===== src/rtl/xtl_clk_monitor.sv =====
// xtl_clk_monitor
//   Supervises a crystal oscillator clock against the always-running RC clock.
//   XTL rising edges are counted over fixed gate windows of CLK cycles. After a
//   start-up wait, a good window switches the fabric onto the crystal (RUN).
//   Bad windows during acquisition or in RUN fall back to the RC clock (FAIL).
// Ports
//   CLK          RC fabric clock, all logic on its rising edge
//   RESET        asynchronous, active-high
//   ENABLE       monitor enable; low returns to IDLE on the next edge
//   RETRY        one-cycle pulse that restarts acquisition from FAIL
//   XTL_CLK_IN   crystal clock under test (asynchronous to CLK)
//   CLK_SEL      0 = RC source, 1 = crystal (high only in RUN)
//   XTL_OK       high while in RUN
//   XTL_FAIL     high while in FAIL
//   FREQ_COUNT   edge count of the last completed window
//   COUNT_VALID  one-cycle pulse when FREQ_COUNT updates
//   STATE        IDLE=0 WARMUP=1 MEASURE=2 RUN=3 FAIL=4
module xtl_clk_monitor #(
  parameter int GATE_CYCLES   = 50000,
  parameter int EXP_COUNT     = 20000,
  parameter int TOL           = 200,
  parameter int WARMUP_CYCLES = 65535,
  parameter int MAX_RETRY     = 3
) (
  input  logic        CLK,
  input  logic        RESET,
  input  logic        ENABLE,
  input  logic        RETRY,
  input  logic        XTL_CLK_IN,
  output logic        CLK_SEL,
  output logic        XTL_OK,
  output logic        XTL_FAIL,
  output logic [15:0] FREQ_COUNT,
  output logic        COUNT_VALID,
  output logic [2:0]  STATE
);
  localparam int GW = $clog2(GATE_CYCLES + 1);
  localparam int WW = $clog2(WARMUP_CYCLES + 1);
  localparam int RW = $clog2(MAX_RETRY + 1);
  localparam int LO = (EXP_COUNT > TOL) ? EXP_COUNT - TOL : 0;
  localparam int HI = EXP_COUNT + TOL;

  typedef enum logic [2:0] {
    S_IDLE    = 3'd0,
    S_WARMUP  = 3'd1,
    S_MEASURE = 3'd2,
    S_RUN     = 3'd3,
    S_FAIL    = 3'd4
  } state_t;

  state_t          state, state_nxt;
  logic            xs1, xs2, xs3;
  logic [WW-1:0]   warm_cnt;
  logic [GW-1:0]   gate_cnt;
  logic [15:0]     edge_cnt;
  logic [RW-1:0]   retry_cnt;
  logic            bad_flag;

  logic            xtl_edge, measuring, win_end, win_good;
  logic [15:0]     win_cnt;

  assign xtl_edge  = xs2 & ~xs3;
  assign measuring = ENABLE && (state == S_MEASURE || state == S_RUN);
  assign win_end   = measuring && (gate_cnt == GW'(GATE_CYCLES - 1));
  // Count including this cycle's edge, so an edge on the last gate cycle
  // lands in the closing window. Saturates instead of wrapping.
  assign win_cnt   = (edge_cnt == 16'hFFFF) ? 16'hFFFF : edge_cnt + {15'd0, xtl_edge};
  assign win_good  = (int'(win_cnt) >= LO) && (int'(win_cnt) <= HI);
  assign STATE     = state;

  always_comb begin
    state_nxt = state;
    case (state)
      S_IDLE:    if (ENABLE) state_nxt = S_WARMUP;
      S_WARMUP:  if (warm_cnt == WW'(WARMUP_CYCLES - 1)) state_nxt = S_MEASURE;
      S_MEASURE: if (win_end) begin
                   if (win_good) state_nxt = S_RUN;
                   else if (int'(retry_cnt) + 1 >= MAX_RETRY) state_nxt = S_FAIL;
                 end
      S_RUN:     if (win_end && !win_good && bad_flag) state_nxt = S_FAIL;
      S_FAIL:    if (RETRY) state_nxt = S_WARMUP;
      default:   state_nxt = S_IDLE;
    endcase
    if (!ENABLE) state_nxt = S_IDLE;
  end

  always_ff @(posedge CLK or posedge RESET) begin
    if (RESET) begin
      state       <= S_IDLE;
      {xs3, xs2, xs1} <= '0;
      warm_cnt    <= '0;
      gate_cnt    <= '0;
      edge_cnt    <= '0;
      retry_cnt   <= '0;
      bad_flag    <= 1'b0;
      FREQ_COUNT  <= '0;
      COUNT_VALID <= 1'b0;
      CLK_SEL     <= 1'b0;
      XTL_OK      <= 1'b0;
      XTL_FAIL    <= 1'b0;
    end else begin
      state       <= state_nxt;
      {xs3, xs2, xs1} <= {xs2, xs1, XTL_CLK_IN};

      // Held at zero outside WARMUP, so every WARMUP entry runs the full wait.
      warm_cnt <= (state == S_WARMUP && state_nxt == S_WARMUP) ? warm_cnt + 1'b1 : '0;

      // Gate/edge counters only run while measuring; any exit clears them,
      // which also gives MEASURE a clean start after WARMUP.
      if (measuring) begin
        gate_cnt <= win_end ? '0 : gate_cnt + 1'b1;
        edge_cnt <= win_end ? '0 : win_cnt;
      end else begin
        gate_cnt <= '0;
        edge_cnt <= '0;
      end

      if (state == S_MEASURE && win_end && !win_good) retry_cnt <= retry_cnt + 1'b1;
      else if (state != S_MEASURE)                    retry_cnt <= '0;

      if (state == S_RUN && win_end) bad_flag <= !win_good;
      else if (state != S_RUN)       bad_flag <= 1'b0;

      COUNT_VALID <= win_end;
      if (win_end) FREQ_COUNT <= win_cnt;

      // Driven from the next state so they change in the same cycle as STATE.
      CLK_SEL  <= (state_nxt == S_RUN);
      XTL_OK   <= (state_nxt == S_RUN);
      XTL_FAIL <= (state_nxt == S_FAIL);
    end
  end
endmodule

===== config.mk =====
export PLATFORM = sky130hd
export DESIGN_NAME = xtl_clk_monitor
export DESIGN_NICKNAME = d
export VERILOG_FILES = /design/src/rtl/xtl_clk_monitor.sv
export SDC_FILE = /design/constraint.sdc
export NUM_CORES = 1
export LEC_CHECK = 0
export ABC_AREA = 1
export BUFFER_PORTS_ARGS = -buffer_cell sky130_fd_sc_hd__buf_2
export CORE_MARGIN = 2
export CORE_UTILIZATION = 35
export DETAILED_ROUTE_END_ITERATION = 10
export GPL_ROUTABILITY_DRIVEN = 0
export GPL_TIMING_DRIVEN = 1
export REMOVE_ABC_BUFFERS = 1
export SYNTH_ARGS = -nofsm -noshare
export SYNTH_HDL_FRONTEND = slang
export SYNTH_SLANG_ARGS = --single-unit

===== constraint.sdc =====
create_clock -name CLK -period 6.1 [get_ports CLK]
set_input_delay 0.915 -clock CLK [delete_from_list [all_inputs] [get_ports CLK]]
set_output_delay 0.915 -clock CLK [all_outputs]
set_load 0.005 [all_outputs]

==> results of run 1 <==
-- report_power, final --
part           switching [W]  leakage (nW)  internal (W)  total [W]
Sequential        0.00000405          1.02      0.000511   0.000515
Clock               0.000194         0.173      0.000421   0.000615
Combinational      0.0000227         0.992    0.00000895  0.0000317
Total               0.000221          2.19      0.000941    0.00116
-- per-stage QoR --
stage | hold slack (ns) | setup slack [ns]
global placement | 0.346 | 2.95
global route | 0.368 | 2.59
detailed placement | 0.344 | 2.81
CTS | 0.362 | 2.91
floorplan | 0.331 | 3.25
finish | 0.355 | 2.94
-- worst max-delay path: stages, from the launching register on --
cell and delay [ns]:
sky130_fd_sc_hd__dfrtp_1 0.34, sky130_fd_sc_hd__inv_1 0.04, sky130_fd_sc_hd__nor2_1 0.10, sky130_fd_sc_hd__ha_1 0.22
sky130_fd_sc_hd__ha_1 0.22, sky130_fd_sc_hd__nand3_1 0.14, sky130_fd_sc_hd__nor2_2 0.20, sky130_fd_sc_hd__nand4_1 0.14
sky130_fd_sc_hd__nand2_2 0.09, sky130_fd_sc_hd__nor2_1 0.05, sky130_fd_sc_hd__nor2_1 0.11, sky130_fd_sc_hd__nand3_1 0.11
sky130_fd_sc_hd__nor2_2 0.11, sky130_fd_sc_hd__nand3_2 0.14, sky130_fd_sc_hd__nand3_1 0.14, sky130_fd_sc_hd__nand3_1 0.17
sky130_fd_sc_hd__nand2_2 0.13, sky130_fd_sc_hd__nand4_4 0.38, sky130_fd_sc_hd__nor2_1 0.23
-- worst min path at each step --
stage	cells after the start	to	slack (ns)
final	0	xs2$_DFF_PP0_	0.35
after global routing	0	xs2$_DFF_PP0_	0.37
after detailed placement	0	xs2$_DFF_PP0_	0.34
after global placement	0	xs2$_DFF_PP0_	0.35
after CTS	0	xs2$_DFF_PP0_	0.36
after floorplan	0	xs2$_DFF_PP0_	0.33
-- cells by family (layout without fill, tap and decap cells) --
logic type,after synthesis,after routing,share of synthesized area
buffers and inverters,82,118,0.0837
AND/OR/NAND/NOR,252,252,0.316
flip-flops,76,76,0.475
adder cells (fa/ha/maj),7,7,0.0219
XOR/XNOR,17,17,0.0372
AO/OA/AOI/OAI,47,47,0.0659
-- state kept, by name, indices dropped and copies added, names as in the netlist, 2 cells and up --
| register | cells |
|---|---|
| FREQ_COUNT | 16 |
| warm_cnt | 16 |
| edge_cnt | 16 |
| STATE | 3 |
| gate_cnt | 16 |
| retry_cnt | 2 |
-- metal layers --
metal / vias up / global-route usage
li1: 1592 / -
met1: 1450 / 0.168
met2: 47 / 0.236
met3: 14 / 0.0443
met4: 0 / 0.0550
met5: - / 0
-- cell type report --
| cell class | count | area share |
|---|---|---|
| clock inverter | 4 | 0.0206 |
| clock buffer | 12 | 0.0555 |
| multi-input combinational | 323 | 0.383 |
| sequential | 76 | 0.412 |
| inverter | 74 | 0.0601 |
| timing repair buffer | 28 | 0.0309 |
| tap | 143 | 0.0387 |
-- cell usage in the layout, fill, tap and decap left out, types with 2 or more instances in the layout --
cell type / n
sky130_fd_sc_hd__or2_2: 4
sky130_fd_sc_hd__buf_2: 27
sky130_fd_sc_hd__o21ai_1: 2
sky130_fd_sc_hd__xor2_1: 14
sky130_fd_sc_hd__nor2_1: 56
sky130_fd_sc_hd__nor3b_1: 2
sky130_fd_sc_hd__nor2_4: 12
sky130_fd_sc_hd__nor3_1: 10
sky130_fd_sc_hd__nor2_2: 8
sky130_fd_sc_hd__nand2_2: 7
sky130_fd_sc_hd__xnor2_1: 3
sky130_fd_sc_hd__clkbuf_8: 2
sky130_fd_sc_hd__nand3_2: 5
sky130_fd_sc_hd__nand2_1: 96
sky130_fd_sc_hd__clkbuf_16: 9
sky130_fd_sc_hd__a31o_2: 2
sky130_fd_sc_hd__ha_1: 7
sky130_fd_sc_hd__a21oi_1: 10
sky130_fd_sc_hd__nand4_1: 11
sky130_fd_sc_hd__inv_2: 2
sky130_fd_sc_hd__inv_1: 72
sky130_fd_sc_hd__nand3b_1: 2
sky130_fd_sc_hd__a31oi_1: 3
sky130_fd_sc_hd__nand3_1: 31
sky130_fd_sc_hd__nor4_1: 4
sky130_fd_sc_hd__bufinv_16: 3
sky130_fd_sc_hd__dfrtp_1: 76
sky130_fd_sc_hd__o21ai_0: 23
==> reports/results.txt, run 1 <==
The run finished with clean final reports. In this run the standard cell core region covers 11300 um2. The tools report the final setup skew as 0.00558 ns. The combined flip-flop and latch cell area was 1900 um2. The cell sitting at the root of the clock tree is a sky130_fd_sc_hd__clkbuf_16. The tools report the wire length of the first global-routing pass as 13900 um. The headroom to the max-slew limit is 0.202. The sequential area share after synthesis is 0.475, and the floorplan die height is 111 um. The post-route clock period utilization was 0.518; the first-pass detailed-route iteration total was 4.

Most frequently used cell type in the post-synthesis netlist: sky130_fd_sc_hd__nand2_1. By count the netlist is led by 96 x sky130_fd_sc_hd__nand2_1, 76 x sky130_fd_sc_hd__dfrtp_1, 73 x sky130_fd_sc_hd__inv_1, 56 x sky130_fd_sc_hd__nor2_1, 31 x sky130_fd_sc_hd__nand3_1. Final cell area excluding filler cells: 4620 um2. The run gives 28 as the number of top-level pins. Among all flip-flop cells after synthesis, the most frequent one is sky130_fd_sc_hd__dfrtp_1.

TritonCTS built the clock tree. The post-detailed-route DRC marker count is 0, and the post-synthesis register bit count is 76. For the worst-skew pair, the clock arrives at the later sink with an insertion delay of 0.33 ns. For the post-layout instance count excluding filler cells, the log shows 660. The total power of the final layout was 0.00116 W; the final-report hold violation count was 0. The effective utilization at floorplan was 0.355; the placed instance area was 4270 um2. Post-CTS timing repair inserted 0 buffers for setup.

The tools report the category of the worst setup path capture point as a flop. The depth of the CTS H-tree came out at 3. In this run, synthesis inferred 0 flip-flops with an integrated enable. The async set or reset register ratio after synthesis is 1.00. Setup repair after global routing left no endpoint under its margin. Pin slew with the least headroom to its limit: 1.19 ns. The tightest min-delay check is of the flop to flop type.

The die covers 12300 um2. Post-CTS clock slew at the launch and capture registers of the worst setup and hold paths: 0.05 ns. For this block, the initial DRC count from the detailed router was 167. The layout has 1119 filler cells. The run gives 0.317 GHz as the maximum achievable frequency. During placement, the flow inserted port buffers numbering 27. Dividing total power by cell area gives a power density of 251 nW/um2.

The per-cell routed wire length works out to 12.1 um. The met3 wirelength from detailed routing was 276 um. Once the clock tree was built, the resizer swapped 0 gates to a different size.

The length in cells of the worst reg-to-reg path was 18; the post-route minimum period was 3.16 ns. Entering global routing, the biggest net connects 77 pins. The analysis attributes to cell leakage a power of 2.19 nW. The highest layer touched by signal routing is met4. Startpoint of the worst-slack reg-to-reg timing path: xs2$_DFF_PP0_.

The peak supply drop came out at 0.158 mV. The number of clock sinks was 76. The run gives 0.410 as the final core area utilization. The endpoint identified for the worst register-to-register timing path is warm_cnt[1]$_DFF_PP0_. In this run the deepest clock path goes through 2 buffers. The repair_antennas step left the layout with diodes totalling 0. After detailed routing, the wire length on met1 is 3670 um.

The number of hold buffers added after CTS was 0. Summing every instance area after synthesis gives 4010 um2. The post-synthesis instance total was 481.

The overall via count from detail_route is 3103. The startpoint identified for the worst hold timing path is xs1$_DFF_PP0_. The average vias per placed instance came out at 4.70. The critical path is of the flop to flop type. Ranked by total cell area, the synthesized netlist is headed by sky130_fd_sc_hd__dfrtp_1 47%, sky130_fd_sc_hd__nand2_1 9.0%, sky130_fd_sc_hd__inv_1 6.8%. The logs give 0 for the max-cap violation count and 0 for the number of warnings printed during yosys synthesis.

For the worst setup path, the data arrival time is 3.41 ns. Dividing the synthesized area by the synthesized cell count gives 8.33 um2. The worst-case register-to-register setup slack is 2.94 ns. The net count reported at finish is 524.

The number of distinct library cell variants in the gate-level netlist after synthesis was 39; the die width was 111 um. The proportion of layout cells with a drive suffix above 1 came out at 0.170. After detailed placement, the design holds a cell count of 644. Summed over all layers, the global routing overflow is 0. The number of clock buffers added by TritonCTS is 9. The tools report the capturing instance or port of the critical path as warm_cnt[1]$_DFF_PP0_.

The routed design uses 3820 um of met2 wire. The area taken by multi-input logic gates was 1770 um2. Relative to the synthesized area, the layout overhead comes to 15.4%. The logs give 0 ns for the summed negative setup slack over all endpoints and 0 for the post-route antenna net violation count. The startpoint type of the worst setup path was a flop. Area share of the leading cell type in the synthesized netlist: 0.475. The run gives 0 as the max-slew violation count. Detailed placement finished with a half-perimeter wire length of 5660 um. The run gives 39 as the floorplan row count. The critical path launch point was xs2$_DFF_PP0_. Number of antenna violations at the first check in global routing: 0.

Setup violations remaining at the end of the flow were counted as 0. For the worst setup path, the data required time is 6.35 ns. The combined global-route utilization of all metal layers is 0.140.

For the total routed wirelength, the log shows 7960 um. sky130_fd_sc_hd__dfrtp_1 takes more of the synthesized area than any other cell. For the number of global-route vias before repair, the log shows 2972. In this run the worst path has a maximum fanout of 16.
(Power assumes the default switching activity.)
==> inputs of run 2 (changes only) <==
clock period = 3.3 ns   (was 6.1 ns; I/O delays follow)
==> reports/results.txt, run 2 (synthesis gave the netlist of run 1 again) <==
The number of top-level pins is 28 (unchanged), and the post-route minimum period is 2.99 ns (was 3.16 ns). The tools report the DRC violation total after the first TritonRoute iteration as 140 (was 167). Maximum clock path buffer count: 2 (unchanged).

For the depth of the CTS H-tree, the log shows 3 (unchanged). Cell at the root of the clock tree: sky130_fd_sc_hd__clkbuf_16 (unchanged). The net count reported at finish came out at 529 (was 524).

TritonCTS built the clock tree. The fill cell total of the finished layout is 1117 (was 1119). Headroom to the max-slew limit: 0.503 (was 0.202).

The run gives 3115 (was 2972) as the number of global-route vias before repair. The run gives 0.00810 ns (was 0.00558 ns) as the final setup skew. The final-report hold violation count was 0 (unchanged); the final cell area excluding filler cells was 4610 um2 (was 4620 um2). Peak fanout along the critical path: 16 (unchanged). Top library cells by usage in the layout, fill and taps aside: 96 x sky130_fd_sc_hd__nand2_1, 76 x sky130_fd_sc_hd__dfrtp_1, 72 x sky130_fd_sc_hd__inv_1 (unchanged).

The run finished with clean final reports. The aggregate global routing overflow is 0 (unchanged), and the power density over cell area is 439 nW/um2 (was 251 nW/um2). Summed negative setup slack over all endpoints: 0 ns (unchanged). Setup repair after global routing left no endpoint under its margin. The half-perimeter wire length after placement is 6060 um (was 5660 um), and the post-route clock period utilization is 0.905 (was 0.518). The effective utilization at floorplan is 0.355 (unchanged), and the clock insertion delay at the later pin of the skew report is 0.34 ns (was 0.33 ns). The wire length of the first global-routing pass is 14400 um (was 13900 um). The total clock buffers created by CTS was 9 (unchanged).

For the post-detailed-route DRC marker count, the log shows 0 (unchanged). Startpoint of the worst-slack reg-to-reg timing path: xs3$_DFF_PP0_ (was xs2$_DFF_PP0_). The count of inserted antenna diode cells is 0 (unchanged), and the max-cap violation count is 0 (unchanged). Post-CTS clock slew at the launch and capture registers of the worst setup and hold paths: 0.06 ns (was 0.05 ns). Classification of the worst-slack hold path: input pin to flop (was flop to flop).

Critical path start-end classification: flop to flop (unchanged). Average vias per placed instance: 4.72 (was 4.70). The tools report the worst slack at placement as 0.280 ns (was 2.81 ns). The tools report the post-route antenna net violation count as 0 (unchanged). The max-slew violation count is 0 (unchanged), and the worst path arrival time is 3.20 ns (was 3.41 ns). Data required time at the worst endpoint: 3.51 ns (was 6.35 ns). The tools report the final-layout worst hold slack as 0.265 ns (was 0.355 ns). The per-cell routed wire length was 12.5 um (was 12.1 um); the static power due to leakage was 2.19 nW (about the same). The die footprint was 12300 um2 (unchanged).

The maximum number of pins on one net before global-route repair was 36 (was 77). Number of clock sinks: 76 (unchanged). The tools report the total routed wirelength as 8300 um (was 7960 um). Number of antenna violations at the first check in global routing: 0 (unchanged).

The critical path launch point was xs3$_DFF_PP0_ (was xs2$_DFF_PP0_). The floorplan die height works out to 111 um (unchanged). Area inside the core boundary: 11300 um2 (unchanged). The number of buffers inserted by port buffering came out at 27 (unchanged). The start point of the worst min-delay path was XTL_CLK_IN (was xs1$_DFF_PP0_). The total setup buffers inserted after CTS is 0 (unchanged), and the pin slew with the least headroom to its limit is 0.744 ns (was 1.19 ns). For the peak supply drop, the log shows 0.203 mV (was 0.158 mV).

For the first-pass detailed-route iteration total, the log shows 5 (was 4). The layout overhead on the synthesized area was 15.2% (was 15.4%). The category of the worst setup path capture point is a flop (unchanged). The most frequent standard cell in the layout excluding fill and tap cells is sky130_fd_sc_hd__nand2_1 (unchanged). The total setup violations reported at the end of the flow was 0 (unchanged).

The proportion of layout cells with a drive suffix above 1 came out at 0.178 (was 0.170). The setup slack of the critical path after layout is 0.315 ns (was 2.94 ns), and the floorplan row count is 39 (unchanged). Placed instance area: 4310 um2 (was 4270 um2).

Die width: 111 um (unchanged). The run gives 3139 (was 3103) as the overall via count from detail_route. The run gives 0.144 (was 0.140) as the combined global-route utilization of all metal layers. The tools report the startpoint type of the worst setup path as a flop (unchanged). The run gives 0.335 GHz (was 0.317 GHz) as the maximum achievable frequency. Final core area utilization: 0.409 (was 0.410).
[run 2: critical path, stage by stage, from the launching register on]
cell and delay [ns]:
sky130_fd_sc_hd__dfrtp_1 0.36, sky130_fd_sc_hd__nor2_1 0.11, sky130_fd_sc_hd__ha_1 0.21, sky130_fd_sc_hd__ha_1 0.25
sky130_fd_sc_hd__nand3_1 0.15, sky130_fd_sc_hd__nor2_2 0.20, sky130_fd_sc_hd__nor2_1 0.06, sky130_fd_sc_hd__nor2_1 0.13
sky130_fd_sc_hd__nand2_2 0.07, sky130_fd_sc_hd__nand2_1 0.09, sky130_fd_sc_hd__nand3_1 0.09, sky130_fd_sc_hd__nand2_1 0.08
sky130_fd_sc_hd__nand2_1 0.07, sky130_fd_sc_hd__nand3_2 0.11, sky130_fd_sc_hd__nand3_1 0.10, sky130_fd_sc_hd__a21oi_1 0.26
sky130_fd_sc_hd__nand2_2 0.11, sky130_fd_sc_hd__nand4_4 0.07, sky130_fd_sc_hd__buf_6 0.26, sky130_fd_sc_hd__nor2_1 0.07
[run 2: report_power, final]
part | internal [W] | total (W) | switching (W)
Sequential | 0.000944 | 0.000952 | 0.00000754
Clock | 0.000624 | 0.00101 | 0.000387
Combinational | 0.0000187 | 0.0000621 | 0.0000434
[run 2: what timing repair did]
action                                 CTS  global route
setup endpoints to repair                0             6
resized for setup                        0             1
endpoints found under the hold margin    0             0
hold buffers                             0             0
[run 2: path summary, 6_finish.rpt]
kind                            depth (start not counted)  slack, ns                        end
worst min-delay path                                    1       0.26              xs1$_DFF_PP0_
max in group asynchronous                               3       2.23      warm_cnt[7]$_DFF_PP0_
worst max register to register                         19       0.31      warm_cnt[4]$_DFF_PP0_
worst min register to register                          0       0.37              xs3$_DFF_PP0_
min in group asynchronous                               2       0.29  FREQ_COUNT[4]$_DFFE_PP0P_
worst max-delay path                                   19       0.31      warm_cnt[4]$_DFF_PP0_
[run 2: area by class of cell]
| cell class | instances | area [um2] | share of cell area |
|---|---|---|---|
| well taps | 143 | 179 | 0.0388 |
| inverters | 74 | 278 | 0.0602 |
| clock inverters | 4 | 47.5 | 0.0103 |
| clock buffers | 12 | 256 | 0.0556 |
| repair buffers | 33 | 184 | 0.0399 |
| multi-input cells | 323 | 1770 | 0.383 |
| flip-flops and latches | 76 | 1900 | 0.412 |
[run 2: metal layers]
| metal | GRT usage | vias up | wire [um] |
|---|---|---|---|
| met5 | 0 | - | 0 |
| met4 | 0.0533 | 0 | 95 |
| met3 | 0.0317 | 11 | 312 |
| met2 | 0.240 | 47 | 4090 |
| met1 | 0.182 | 1484 | 3810 |
| li1 | - | 1597 | - |
[run 2: through the flow]
stage                     instances  power, W
after floorplan                 473   0.00101
after global placement          649   0.00103
after detailed placement        649   0.00103
after CTS                       665   0.00205
after global routing            665   0.00210
final                           665   0.00203
